--- src/rtl/fp_sqrt_unit.sv ---
// Iterative binary32 square root: one root bit per clock, IEEE rounding and flags.
// Optional FP_SQRT_EARLY_OUT_EN lets special-class operands finish one edge after start.
module fp_sqrt_unit (
    input  logic        clk_i,
    input  logic        reset_i,
    input  logic [31:0] a_i,
    input  logic        start_i,
    input  logic [2:0]  rnd_i,
    output logic        done_o,
    output logic [31:0] result_o,
    output logic [4:0]  flags_o
);

    typedef enum logic [0:0] {ST_IDLE = 1'b0, ST_BUSY = 1'b1} state_t;

    function automatic logic [4:0] lzc24(input logic [23:0] x);
        logic [4:0] n;
        n = 5'd24;
        for (int i = 0; i < 24; i++) begin
            if (x[i]) n = 5'(23 - i);
            else      n = n;
        end
        return n;
    endfunction

    function automatic logic round_inc(input logic [2:0] rm, input logic g, input logic s, input logic l);
        logic inc;
        case (rm)
            3'd1, 3'd2: inc = 1'b0;
            3'd3:       inc = g | s;
            3'd4:       inc = g;
            default:    inc = g & (s | l);
        endcase
        return inc;
    endfunction

    state_t       state_r;
    logic [4:0]   cnt_r;
    logic [49:0]  rad_r;
    logic [27:0]  rem_r;
    logic [24:0]  root_r;
    logic [7:0]   exp_r;
    logic [2:0]   rnd_r;
    logic         special_r;
    logic [31:0]  spec_res_r;
    logic [4:0]   spec_flags_r;

    logic [7:0]   a_exp_s;
    logic [22:0]  a_man_s;
    logic         special_s;
    logic [31:0]  spec_res_s;
    logic [4:0]   spec_flags_s;
    logic [4:0]   lz_s;
    logic [23:0]  sig_s;
    logic [24:0]  sig_adj_s;
    logic [9:0]   e_s;
    logic [9:0]   e_even_s;
    logic [9:0]   res_exp_w_s;
    logic [27:0]  rem_t_s;
    logic [27:0]  trial_s;
    logic [27:0]  rem_n_s;
    logic         ge_s;
    logic         g_s;
    logic         s_s;
    logic         inc_s;
    logic [24:0]  mant_s;
    logic [7:0]   exp_fin_s;
    logic [22:0]  frac_s;
    logic         finish_s;
    logic         unused_s;

    // Operand classification and normalisation into an even-exponent radicand.
    always_comb begin
        a_exp_s      = a_i[30:23];
        a_man_s      = a_i[22:0];
        special_s    = 1'b1;
        spec_res_s   = 32'h7FC0_0000;
        spec_flags_s = 5'b00000;
        if ((a_exp_s == 8'hFF) && (a_man_s != 23'd0)) begin
            spec_flags_s = {~a_man_s[22], 4'b0000};
        end else if (a_i[30:0] == 31'd0) begin
            spec_res_s = a_i;
        end else if (a_i[31]) begin
            spec_flags_s = 5'b10000;
        end else if (a_exp_s == 8'hFF) begin
            spec_res_s = 32'h7F80_0000;
        end else begin
            special_s = 1'b0;
        end
        lz_s = lzc24({1'b0, a_man_s});
        if (a_exp_s == 8'd0) begin
            sig_s = {1'b0, a_man_s} << lz_s;
            e_s   = 10'd0 - 10'd126 - {5'd0, lz_s};
        end else begin
            sig_s = {1'b1, a_man_s};
            e_s   = {2'b00, a_exp_s} - 10'd127;
        end
        if (e_s[0]) begin
            sig_adj_s = {sig_s, 1'b0};
            e_even_s  = e_s - 10'd1;
        end else begin
            sig_adj_s = {1'b0, sig_s};
            e_even_s  = e_s;
        end
        res_exp_w_s = 10'($signed(e_even_s) >>> 1) + 10'd127;
    end

    // One restoring digit-recurrence step and the final rounding stage.
    always_comb begin
        rem_t_s   = (rem_r << 2) | {26'd0, rad_r[49:48]};
        trial_s   = {1'b0, root_r, 2'b01};
        ge_s      = (rem_t_s >= trial_s);
        rem_n_s   = ge_s ? (rem_t_s - trial_s) : rem_t_s;
        g_s       = root_r[0];
        s_s       = (rem_r != 28'd0);
        inc_s     = round_inc(rnd_r, g_s, s_s, root_r[1]);
        mant_s    = {1'b0, root_r[24:1]} + {24'd0, inc_s};
        frac_s    = mant_s[24] ? mant_s[23:1] : mant_s[22:0];
        exp_fin_s = exp_r + {7'd0, mant_s[24]};
    end

`ifdef FP_SQRT_EARLY_OUT_EN
    assign finish_s = (cnt_r == 5'd25) || special_r;
`else
    assign finish_s = (cnt_r == 5'd25);
`endif

    assign unused_s = ^{res_exp_w_s[9:8], e_even_s[0]};

    // Control FSM, datapath registers and registered outputs.
    always_ff @(posedge clk_i or negedge reset_i) begin
        if (!reset_i) begin
            state_r      <= ST_IDLE;
            cnt_r        <= 5'd0;
            rad_r        <= 50'd0;
            rem_r        <= 28'd0;
            root_r       <= 25'd0;
            exp_r        <= 8'd0;
            rnd_r        <= 3'd0;
            special_r    <= 1'b0;
            spec_res_r   <= 32'd0;
            spec_flags_r <= 5'd0;
            done_o       <= 1'b0;
            result_o     <= 32'd0;
            flags_o      <= 5'd0;
        end else begin
            done_o <= 1'b0;
            case (state_r)
                ST_IDLE: begin
                    if (start_i) begin
                        state_r      <= ST_BUSY;
                        cnt_r        <= 5'd0;
                        rad_r        <= {sig_adj_s, 25'd0};
                        rem_r        <= 28'd0;
                        root_r       <= 25'd0;
                        exp_r        <= res_exp_w_s[7:0];
                        rnd_r        <= rnd_i;
                        special_r    <= special_s;
                        spec_res_r   <= spec_res_s;
                        spec_flags_r <= spec_flags_s;
                    end
                end
                ST_BUSY: begin
                    if (finish_s) begin
                        state_r <= ST_IDLE;
                        done_o  <= 1'b1;
                        if (special_r) begin
                            result_o <= spec_res_r;
                            flags_o  <= spec_flags_r;
                        end else begin
                            result_o <= {1'b0, exp_fin_s, frac_s};
                            flags_o  <= {4'b0000, g_s | s_s};
                        end
                    end else begin
                        cnt_r  <= cnt_r + 5'd1;
                        rad_r  <= {rad_r[47:0], 2'b00};
                        rem_r  <= rem_n_s;
                        root_r <= {root_r[23:0], ge_s};
                    end
                end
                default: state_r <= ST_IDLE;
            endcase
        end
    end

endmodule

--- config.mk ---
export PLATFORM = sky130hd
export DESIGN_NAME = fp_sqrt_unit
export DESIGN_NICKNAME = d
export VERILOG_FILES = /design/src/rtl/fp_sqrt_unit.sv
export SDC_FILE = /design/constraint.sdc
export NUM_CORES = 1
export LEC_CHECK = 0
export ABC_AREA = 0
export ABC_CLOCK_PERIOD_IN_PS = 11500
export CAP_MARGIN = 20
export CELL_PAD_IN_SITES_DETAIL_PLACEMENT = 1
export CELL_PAD_IN_SITES_GLOBAL_PLACEMENT = 1
export CORE_MARGIN = 4
export CORE_UTILIZATION = 49
export DETAILED_ROUTE_END_ITERATION = 16
export PLACE_DENSITY_LB_ADDON = 0.1
export SKIP_LAST_GASP = 1
export SLEW_MARGIN = 30
export SYNTH_ARGS = -nofsm -noshare
export SYNTH_HDL_FRONTEND = slang
export SYNTH_SLANG_ARGS = --single-unit
--- constraint.sdc ---
create_clock -name clk_i -period 11.5 [get_ports clk_i]
set_clock_uncertainty 0.05 [all_clocks]
set_input_delay 1.725 -clock clk_i [delete_from_list [all_inputs] [get_ports clk_i]]
set_output_delay 1.725 -clock clk_i [all_outputs]
set_load 0.05 [all_outputs]
==> Word level (Yosys, flattened, before mapping) <==
Index checks and enable logic that the tools add are counted.
{ "classes": {"addsub": 8, "n_lt_le_gt_ge": 1, "eq_ne": 8, "n_shift": 1, "n_mux": 60, "n_bitwise": 6, "reduce_logical": 9} }
{ "op_table": {"columns": ["cell", "count"], "rows": [
  ["$mux 5", 28],
  ["$mux 50", 2],
  ["$pmux 50 s2", 1],
  ["$mux 32", 3],
  ["$mux 28", 3],
  ["$mux 25", 3],
  ["$mux 23", 3],
  ["$pmux 28 s2", 1],
  ["$pmux 25 s2", 1],
  ["$logic_not 31->1", 1],
  ["$ge 28x27->1", 1],
  ["$or 28x2->28", 1],
  ["$reduce_bool 28->1", 1],
  ["$sub 28x27->28", 1],
  ["$add 24x1->25", 1],
  ["$mux 24", 1],
  ["$shl 23x5->24", 1],
  ["$reduce_bool 23->1", 1],
  ["$mux 9", 2],
  ["$pmux 5 s2", 1],
  ["$sub 8x6->9 const A", 1],
  ["$sub 8x7->9 const B", 1],
  ["$sub 9x1->9 const B", 1],
  ["$add 8x1->8", 1],
  ["other kinds (19)", 32]
]} }
{ "totals": {"regBits": 196, "inputBits": 38, "output_inout_bits": 38, "word_cells": 106} }

==> Logic depth before layout (Yosys ltp) <==
{ "logic_depth": {"depth_word": 28, "depth_mapped": 22, "mapped_depth_nobuf": 21} }

==> Worst setup path before layout <==
No wires, ideal clock.
{ "synth_path": {"kind": "input -> register", "startpoint": "input port a_i[1]", "endpoint": "register exp_r[6]", "setup_ns": 0.135, "arrival_ns": 4.652, "required_time_ns": 11.315, "slack_ns": 6.663, "path_stages": 16, "n_path_buf": 3, "cell_sequence": "clkbuf_1 > nor2_1 > o31a_1 > o21ai_1 > o211ai_1 > inv_2 > clkbuf_1 > clkbuf_1 > ha_1 > nor2_1 > a21oi_1 > o31a_1 > nor3b_1 > nand3_1 > xnor2_1 > o21ai_0"} }
{ "synth_via": {"elab_chain_len": 27} }
{ "synth_lines": {"columns": ["item", "line", "source"], "rows": [
  ["from (decl)", "6", "input logic [31:0] a_i,"],
  ["$mux 5 * (22 in a row)", "20", "if (x[i]) n = 5'(23 - i);"],
  ["$sub 8x6->9 *", "93", "e_s = 10'd0 - 10'd126 - {5'd0, lz_s};"],
  ["$mux 9 *", "91", "if (a_exp_s == 8'd0) begin"],
  ["$sub 9x1->9", "100", "e_even_s = e_s - 10'd1;"],
  ["$mux 9 *", "98", "if (e_s[0]) begin"],
  ["$add 8x8->8 *", "105", "res_exp_w_s = 10'($signed(e_even_s) >>> 1) + 10'd127;"],
  ["to (signal assigned)", "156", "exp_r <= res_exp_w_s[7:0];"],
  ["to (decl)", "42", "logic [7:0] exp_r;"]
]} }
Every way passes the cells marked *; elsewhere a longest branch is shown, timed or not.
A chain may end at the register's enable or synchronous reset.

==> Final worst setup path <==
{ "layout_path": {"startpoint": "input port a_i[10]", "endpoint": "register spec_res_r[31]"} }
{ "layout_via": {"elab_chain_len": 3, "elab_cells_between_ends": 5, "cone_classes": "mux: 2; reduce/logical: 3"} }
{ "layout_lines": {"columns": ["item", "line", "source"], "rows": [
  ["$logic_not 31->1 or $reduce_bool 23->1 (tied branches)", "81, 79", null],
  ["$mux 32 or $logic_and 1x1->1 (tied branches)", "81, 79", null],
  ["$mux 32 *", "79", "if ((a_exp_s == 8'hFF) && (a_man_s != 23'd0)) begin"],
  ["to (signal assigned)", "159", "spec_res_r <= spec_res_s;"],
  ["to (decl)", "45", "logic [31:0] spec_res_r;"]
]} }
Marked as above.

==> reports/qor.csv <==
stage,metric,value,unit
status,outcome,completed,
detailed_routing,wire length per cell,22.6,um
sta,Pins Over Slew Limit,0,
power,worst vdd ir,158,uV
sta,RSZ-0062 raised after global routing,false,
yosys,mux cell area share after synthesis,3.83,%
sta,measured slew at the worst slew-check pin,0.896,ns
clock_network,post-cts resize count,0,
yosys,Mapped Cells,1413,
cells_and_area,Storage cell area,0.00410,sq mm
critical_path,critical path class,input port to flip-flop,
floorplan,initial core utilization,50.3,%
clock_network,Max H-tree Level,4,
cells_and_area,Layout Nets,1491,
cells_and_area,Syn-to-layout area delta,12.9,%
yosys,post-synthesis sequential area ratio,35.7,%
cells_and_area,"leading cell type in the layout, fill and taps excluded",dfrtp_1,
clock_network,clock buffer depth,2,
yosys,mapped cell area,0.0115,sq mm
sta,final hold violation count,0,
grt,grt ovf,0,
yosys,Netlist cell types,77,
yosys,cell taking the most area after synthesis,dfrtp_1,
job,Max-Cap Viols,0,
sta,# setup viols final,0,
critical_path,Worst setup EP type,flip-flop,
cells_and_area,# fillers,2757,
clock_network,setup bufs post-CTS,0,
cells_and_area,multi-input logic area,0.00679,sq mm
grt,first-pass GRT wire length,63100,um
yosys,syn_area_per_cell,8.13,sq um
clock_network,"Clk pin slew, worst setup/hold paths",0.07,ns
detailed_routing,drt first pass iters,5,
grt,number of global-route vias before repair,11500,
yosys,largest family of logic cells by synthesized area,compound AO/OA/AOI/OAI gates,
power,leakage,5.31,nW
clock_network,clk sinks,164,
power,Power Density,297,mW/mm^2
sta,min cycle time layout,5.95,ns
min_path,Hold WC Path Type,flip-flop to flip-flop,
cells_and_area,proportion of layout cells with a drive suffix above 1,5.18,%
floorplan,Die Y,161,um
critical_path,"Arr. time, crit path",6.28,ns
sta,Max Clk Rate,168,MHz
grt,initial antenna violation count,0,
sta,setup TNS,0,ns
sta,final period utilization,51.7,%
floorplan,core box area,0.0228,sq mm
detailed_routing,Initial DRC Count,789,
clock_network,CTS tree,yes,
floorplan,# IOs,76,
detailed_routing,Total Wirelength,39400,um
yosys,share of the synthesized area in the top cell type,35.7,%
clock_network,clock latency on the worst-skew pair,0.45,ns
yosys,Yosys reg bits,164,
cells_and_area,n_diodes,0,
clock_network,CTS Root Cell,clkbuf_16,
yosys,simple-gate portion of the synthesized area,21.0,%
critical_path,Crit Path Max Fanout,25,
sta,Fin Hold WS,0.431,ns
sta,Max-slew headroom,40.3,%
placed_design,Placer Congestion,1.01,
yosys,number of enable flip-flop cells after synthesis,0,
floorplan,Die ar.,0.0259,sq mm
grt,largest net degree at the start of global routing,105,
floorplan,Die Wd,161,um
yosys,Compound-Gate Fraction of Synth Area,25.2,%
clock_network,CTS Buf Count,17,
yosys,Synthesis Warnings,0,
cells_and_area,design area,0.0130,sq mm
detailed_routing,via count,11000,
yosys,Post-Synth XOR/XNOR Area,4.73,%
floorplan,row count,55,
placed_design,hpwl dp,28300,um
yosys,Post-Synth Adder-Cell Area,4.03,%
yosys,top_reg_cell synth,dfrtp_1,
placed_design,number of port buffers,72,
clock_network,count of hold-fix buffers inserted at cts,0,
yosys,Async SR Flop Fraction,100,%
placed_design,Post-DP Area,0.0123,sq mm
detailed_routing,drt via density,6.34,
cells_and_area,most frequent cells in the layout,"164 x dfrtp_1, 134 x o21ai_0, 131 x nand2_1, 127 x nor2_1, 102 x a21oi_1",
critical_path,startpoint types,input port,
detailed_routing,Routed Antenna Nets,0,
critical_path,"Req. time, crit path",11.83,ns
detailed_routing,DRC viols,0,
yosys,"top cells by area, synth","dfrtp_1 36%, o21ai_0 5.8%, a21oi_1 4.4%, nand2_1 4.3%, nor2_1 4.2%",
grt,Total Routing Usage GR,30.1,%
-- worst paths after layout --
path                                           from                         end  slack [ns]  cells past startpoint
setup / recovery                            a_i[10]  spec_res_r[31]$_DFFE_PN0P_        5.55                     11
hold / removal             result_o[31]$_DFFE_PN0P_    result_o[31]$_DFFE_PN0P_        0.43                      2
setup reg to reg              rem_r[19]$_DFFE_PN0P_    result_o[30]$_DFFE_PN0P_        6.76                     22
hold reg to reg            result_o[31]$_DFFE_PN0P_    result_o[31]$_DFFE_PN0P_        0.43                      2
max in group asynchronous                   reset_i        exp_r[2]$_DFFE_PN0P_        9.02                      2
min in group asynchronous                   reset_i      root_r[19]$_DFFE_PN0P_        1.27                      1
-- registers in the layout (all words and copies together) (netlist names) --
signal and flops:
rnd_r 3, flags_o 2, rad_r 25, cnt_r 5
rem_r 28, done_o 1, result_o 32, exp_r 8
spec_res_r 32, spec_flags_r 1, root_r 25, state_r 1
special_r 1
-- cell type report --
cell class | count | share of cell area (%)
multi-input combinational | 1093 | 52.4
sequential | 164 | 31.7
timing repair buffer | 86 | 6.46
clock buffer | 17 | 3.28
tap | 313 | 3.02
clock inverter | 15 | 1.63
inverter | 54 | 1.56
-- critical path, cell delays in order --
cell	delay (ns)
clkdlybuf4s50_1	0.61
or3_1	0.45
or3_1	0.34
o22a_1	0.25
a211oi_4	0.65
inv_2	0.44
mux2i_2	0.46
mux2i_1	0.29
a211oi_2	0.44
a21o_1	0.40
a21boi_1	0.21
-- logic make-up (layout without fill, tap and decap cells) --
logic type,count (synthesis),in the layout
DFF,164,164
muxes,40,40
other,1,3
xor gates and xnor gates,62,62
adders and majority gates,37,37
AOI/OAI and AO/OA,444,444
and+or+nand+nor,507,507
buffers and inverters,158,172
-- cell usage after synthesis (13+ instances only) --
cell type and count:
a211oi_1 17, a21o_1 17, a21oi_1 102, a31oi_1 18, and2_1 31, and3_1 13
clkbuf_1 89, dfrtp_1 164, ha_1 37, inv_1 52, mux2i_1 33, nand2_1 133
nand2b_1 15, nand3_1 83, nor2_1 127, nor3_1 30, nor4_1 24, o21ai_0 134
o22ai_1 15, xnor2_1 39, xor2_1 23
-- metrics by stage --
step,worst slack (ns),instances,power [mW],utilization [%]
after floorplan,6.66,1415,2.60,-
after global placement,5.26,1710,3.11,53.9
after detailed placement,5.19,1710,3.21,53.9
after CTS,5.61,1742,3.85,56.7
after global routing,5.30,1742,4.15,56.7
final,5.55,1742,3.85,56.7
-- power breakdown --
| part | total [mW] | switching [mW] | internal, mW |
|---|---|---|---|
| sequential | 1.07 | 0.237 | 0.829 |
| clock | 0.612 | 0.294 | 0.317 |
| combinational | 2.17 | 1.35 | 0.829 |
| total | 3.85 | 1.88 | 1.98 |
-- per-layer routing --
layer	GRT usage, %	wire (um)
met3	3.16	1550
met4	14.3	1770
met1	37.7	16500
met5	0	0
met2	52.1	19600
Power figures use the tool's default switching activity.
